--- config.mk ---
export PLATFORM = sky130hd
export DESIGN_NAME = axis_width_adapter
export DESIGN_NICKNAME = d
export VERILOG_FILES = /design/src/rtl/axis_width_adapter.sv
export SDC_FILE = /design/constraint.sdc
export NUM_CORES = 1
export LEC_CHECK = 0
export BUFFER_PORTS_ARGS = -buffer_cell sky130_fd_sc_hd__buf_2
export CAP_MARGIN = 10
export CORE_UTILIZATION = 56
export DETAILED_ROUTE_END_ITERATION = 10
export PLACE_DENSITY = 0.79
export SLEW_MARGIN = 20
export SYNTH_ARGS = -nofsm -noshare
export SYNTH_HDL_FRONTEND = slang
export SYNTH_SLANG_ARGS = --single-unit
--- constraint.sdc ---
create_clock -name clk -period 2.22 [get_ports clk]
set_input_delay 0.222 -clock clk [delete_from_list [all_inputs] [get_ports clk]]
set_output_delay 0.222 -clock clk [all_outputs]
set_load 0.01 [all_outputs]
--- src/rtl/axis_width_adapter.sv ---
// axis_width_adapter: AXI4-Stream upsizer that packs S_DATA_WIDTH beats into M_DATA_WIDTH words.
// Latency: a word is valid 1 cycle after its last beat is accepted (when the output register is free).
// Backpressure: an accumulator fills behind a held output word; s_axis_tready drops only when the
//   accumulator holds a complete word and the output register has not been taken.
// Ports:
//   clk, rst                 single clock, synchronous active-high reset
//   s_axis_t{data,valid,ready,last,user}   narrow slave stream
//   m_axis_t{data,keep,valid,ready,last,user} wide master stream; tkeep marks valid bytes,
//                            tuser is the OR of tuser over all beats packed into the word
module axis_width_adapter #(
  parameter int S_DATA_WIDTH = 8,
  parameter int M_DATA_WIDTH = 32,
  parameter int USER_WIDTH   = 1
) (
  input  logic                      clk,
  input  logic                      rst,
  input  logic [S_DATA_WIDTH-1:0]   s_axis_tdata,
  input  logic                      s_axis_tvalid,
  output logic                      s_axis_tready,
  input  logic                      s_axis_tlast,
  input  logic [USER_WIDTH-1:0]     s_axis_tuser,
  output logic [M_DATA_WIDTH-1:0]   m_axis_tdata,
  output logic [M_DATA_WIDTH/8-1:0] m_axis_tkeep,
  output logic                      m_axis_tvalid,
  input  logic                      m_axis_tready,
  output logic                      m_axis_tlast,
  output logic [USER_WIDTH-1:0]     m_axis_tuser
);

  localparam int RATIO  = M_DATA_WIDTH / S_DATA_WIDTH;
  localparam int S_KEEP = S_DATA_WIDTH / 8;
  localparam int M_KEEP = M_DATA_WIDTH / 8;
  localparam int LANE_W = (RATIO > 1) ? $clog2(RATIO) : 1;
  localparam logic [LANE_W-1:0] LAST_LANE = LANE_W'(RATIO - 1);

  // Accumulator: word under construction, or a finished word waiting for the output register.
  logic [M_DATA_WIDTH-1:0] acc_data;
  logic [M_KEEP-1:0]       acc_keep;
  logic [USER_WIDTH-1:0]   acc_user;
  logic                    acc_last;
  logic                    acc_full;
  logic [LANE_W-1:0]       lane;

  // Output register driving m_axis_*.
  logic [M_DATA_WIDTH-1:0] out_data;
  logic [M_KEEP-1:0]       out_keep;
  logic [USER_WIDTH-1:0]   out_user;
  logic                    out_last;
  logic                    out_vld;

  logic                    out_free;
  logic                    s_fire;
  logic                    beat_done;
  logic [M_DATA_WIDTH-1:0] nxt_data;
  logic [M_KEEP-1:0]       nxt_keep;
  logic [USER_WIDTH-1:0]   nxt_user;

  // Output register can take a new word this cycle (empty, or being consumed).
  assign out_free      = !out_vld || m_axis_tready;
  assign s_axis_tready = !acc_full || out_free;
  assign s_fire        = s_axis_tvalid && s_axis_tready;

  assign m_axis_tdata  = out_data;
  assign m_axis_tkeep  = out_keep;
  assign m_axis_tvalid = out_vld;
  assign m_axis_tlast  = out_last;
  assign m_axis_tuser  = out_user;

  // Merge the incoming beat into the accumulator. Lane 0 starts a fresh word, so the
  // other lanes, keep and user are cleared; a full accumulator always sits at lane 0,
  // which lets a new word start while the finished one is handed to the output.
  always_comb begin
    nxt_data = (lane == '0) ? '0 : acc_data;
    nxt_keep = (lane == '0) ? '0 : acc_keep;
    nxt_user = ((lane == '0) ? '0 : acc_user) | s_axis_tuser;
    for (int i = 0; i < RATIO; i++) begin
      if (lane == LANE_W'(i)) begin
        nxt_data[i*S_DATA_WIDTH +: S_DATA_WIDTH] = s_axis_tdata;
        nxt_keep[i*S_KEEP +: S_KEEP]             = '1;
      end
    end
    beat_done = s_fire && ((lane == LAST_LANE) || s_axis_tlast);
  end

  always_ff @(posedge clk) begin
    if (rst) begin
      acc_data <= '0;
      acc_keep <= '0;
      acc_user <= '0;
      acc_last <= 1'b0;
      acc_full <= 1'b0;
      lane     <= '0;
      out_data <= '0;
      out_keep <= '0;
      out_user <= '0;
      out_last <= 1'b0;
      out_vld  <= 1'b0;
    end else begin
      // A parked word leaves the accumulator whenever the output register frees up.
      if (acc_full && out_free) begin
        acc_full <= 1'b0;
      end

      if (s_fire) begin
        if (beat_done) begin
          lane <= '0;
          // Park the finished word if the output register is busy or is being
          // loaded from the accumulator in this same cycle.
          if (!out_free || acc_full) begin
            acc_data <= nxt_data;
            acc_keep <= nxt_keep;
            acc_user <= nxt_user;
            acc_last <= s_axis_tlast;
            acc_full <= 1'b1;
          end
        end else begin
          lane     <= LANE_W'(lane + 1'b1);
          acc_data <= nxt_data;
          acc_keep <= nxt_keep;
          acc_user <= nxt_user;
        end
      end

      if (out_free) begin
        if (acc_full) begin
          out_data <= acc_data;
          out_keep <= acc_keep;
          out_user <= acc_user;
          out_last <= acc_last;
          out_vld  <= 1'b1;
        end else if (beat_done) begin
          out_data <= nxt_data;
          out_keep <= nxt_keep;
          out_user <= nxt_user;
          out_last <= s_axis_tlast;
          out_vld  <= 1'b1;
        end else begin
          out_vld  <= 1'b0;
        end
      end
    end
  end

endmodule

==> impl_metrics.py <==
metrics = {
    "synth": {
        "synth_top_area_frac": 0.474,
        "synth_edf_count": 0,
        "synth_top_area_cell": "dfxtp_1",
        "synth_common_cells": "dfxtp_1, nor2_1, o21ai_0, nor3_1, a21oi_1",
        "async_flop_share": 0,
        "syn_area_um2": 3380,
        "netlist_top_cells_area": "dfxtp_1, a221oi_1, o21ai_0",
        "yosysMostFrequentCell": "dfxtp_1",
        "ys.flop_type": "dfxtp_1",
        "syn_inst": 392,
        "synth_nets": 410,
        "seq_area_frac_synth": 0.474,
        "synth-seq-cells": 80,
        "ys_warn_count": 0,
        "yosysUniqueCellTypes": 36,
        "avgSynthCellArea_um2": 8.62,
    },
    "floorplanning": {
        "initial_core_util": 0.595,
        "num_rows": 27,
        "fp.dieArea_um2": 6350,
        "io_pins": 54,
        "dieHeight_um": 79.7,
        "die_x_um": 79.7,
        "core-area_um2": 5680,
    },
    "critical_path": {
        "startpoint_type": "flop",
        "path_class": "reg2reg",
        "required_ps": 2450,
        "crit_fanout": 12,
        "cp-end-kind": "flop",
        "cp.arrival_ps": 2130,
    },
    "clock_network": {
        "cts_tree": "built",
        "cts_num_sinks": 80,
        "clk_path_buf_depth": 2,
        "numCtsBuffers": 9,
        "path_clk_slew_ps": 70,
        "insertion_delay_ps": 350,
        "cts-root-buf": "clkbuf_8",
        "holdBufCountCts": 0,
        "htreeDepth": 3,
        "ctsResizeCount": 0,
        "post_cts_buffers": 0,
    },
    "placement": {
        "dp_hpwl_um": 5730,
        "finalWeightedCongestion": 0.854,
        "io_buffers": 53,
    },
    "routing": {
        "first_pass_iters": 5,
        "routed_wl_um": 8670,
        "drc": 0,
        "ant_nets": 0,
        "via_per_inst": 6.05,
        "via_count": 3134,
        "drt_iter0_drc": 330,
        "wire_per_inst_um": 16.7,
    },
    "finish": {
        "final_nets": 462,
        "insertedDiodeCount": 0,
        "drive_above_1_share": 0.200,
        "regArea_um2": 1600,
        "multi_input_area_um2": 1620,
        "num-fill-cells": 473,
        "syn_to_final_growth_pct": 16.4,
    },
    "global_route": {
        "grt_max_degree": 49,
        "grt_first_pass_wirelength_um": 14000,
        "track_usage": 0.292,
        "first_global_vias": 2853,
        "antenna_found_initial": 0,
        "grt_overflow": 0,
    },
    "hold_path": {
        "hp-class": "in2reg",
    },
    "timing": {
        "rsz0062_at_grt": "no",
        "fin_tns_setup_ps": 0,
        "fin_skew_ps": 8.48,
        "slew_violations": 0,
        "fmaxAchievable_mhz": 526,
        "tightest_slew_ps": 542,
        "hold_viol_final": 0,
        "setup_viol": 0,
        "period_needed_ps": 1900,
        "relSlewSlack": 0.638,
        "min_period_over_period": 0.856,
    },
    "pwr": {
        "power_w": 0.00297,
        "irDropWorstVdd_mv": 0.494,
        "p_leak_nw": 1.60,
        "p_per_area_nw_per_um2": 754,
    },
    "job": {
        "cap_violations": 0,
    },
    "status": {
        "status": "finished, final reports clean",
    },
}
worst max-delay path: stages, from the launching register on:
cell	delay [ps]
dfxtp_1	460
ha_1	250
o21ai_2	110
a21o_1	340
buf_4	230
a221oi_1	290
nor3_1	100
per-stage QoR:
step / utilization / hold slack, ps / area (um2) / worst slack [ps] / std cells
floorplan: - / 369 / 3380 / 549 / 392
global placement: 0.662 / 443 / 3760 / 422 / 505
detailed placement: 0.662 / 462 / 3760 / 339 / 505
CTS: 0.693 / 147 / 3930 / 307 / 518
global route: 0.693 / 162 / 3930 / 159 / 518
finish: 0.693 / 153 / 3930 / 320 / 518
final cells by class:
type	instances	area share
Clock buffer	12	0.0369
Clock inverter	1	0.00763
Inverter	6	0.00573
Multi-Input combinational cell	274	0.411
Sequential cell	80	0.407
Tap cell	72	0.0229
Timing Repair Buffer	73	0.109
state kept, by name, indices dropped and copies added, names as in the netlist:
| name | cells |
|---|---|
| acc_data | 32 |
| acc_full | 1 |
| acc_keep | 4 |
| acc_last | 1 |
| acc_user | 1 |
| lane | 2 |
| m_axis_tdata | 32 |
| m_axis_tkeep | 4 |
| m_axis_tlast | 1 |
| m_axis_tuser | 1 |
| m_axis_tvalid | 1 |
cell families (layout without fill, tap and decap cells):
logic type               count (synthesis)  in the layout  synth area share
buffers and inverters                   38             92            0.0496
adder cells (fa/ha/maj)                  4              4            0.0148
multiplexers                             9              9            0.0267
AO/OA/AOI/OAI                          111            111             0.214
XOR/XNOR                                 1              1           0.00259
AND/OR/NAND/NOR                        149            149             0.218
flip-flops                              80             80             0.474
metal layers:
| layer | track usage | vias to the layer above | wire length [um] |
|---|---|---|---|
| li1 | - | 1521 | - |
| met3 | 0.0434 | 13 | 519 |
| met2 | 0.472 | 128 | 4220 |
| met4 | 0.140 | 0 | 148 |
| met5 | 0 | - | 0 |
| met1 | 0.381 | 1472 | 3790 |
placed cells by master, fill, tap and decap left out, types with 2 or more instances in the layout:
cell      netlist  final
nor2b_1        11     11
ha_1            4      4
inv_1           5      5
a21oi_1        26     26
a221oi_1       24     24
buf_4           3     19
nand3b_1        2      2
o21ai_0        37     37
nand3_1         6      6
nand2b_1       18     18
a311oi_1        9      9
buf_2          11     53
or3_1           2      2
a211oi_1        2      2
nand4_1        17     17
nand2_1        20     20
nor3_1         28     28
o21ai_1         3      3
dfxtp_1        80     80
nor2_1         43     43
clkbuf_8        0     10
mux2i_1         9      9
o311a_1         2      2
clkbuf_1       17      2
where the power goes:
group,internal (W),switching (W)
combinational,0.000153,0.000259
sequential,0.00150,0.0000335
clock,0.000533,0.000486
path summary, 6_finish.rpt:
check	start	endpoint	slack [ps]	cells past startpoint
hold reg to reg	acc_keep[0]$_SDFFE_PP0P_	acc_keep[0]$_SDFFE_PP0P_	470	2
hold / removal	s_axis_tuser	acc_user$_SDFFE_PP0P_	150	3
setup / recovery	lane[0]$_SDFFE_PP0P_	m_axis_tdata[23]$_SDFFE_PP0P_	320	6
setup reg to reg	lane[0]$_SDFFE_PP0P_	m_axis_tdata[23]$_SDFFE_PP0P_	320	6
Note: power is estimated with default switching activity, not from simulation.
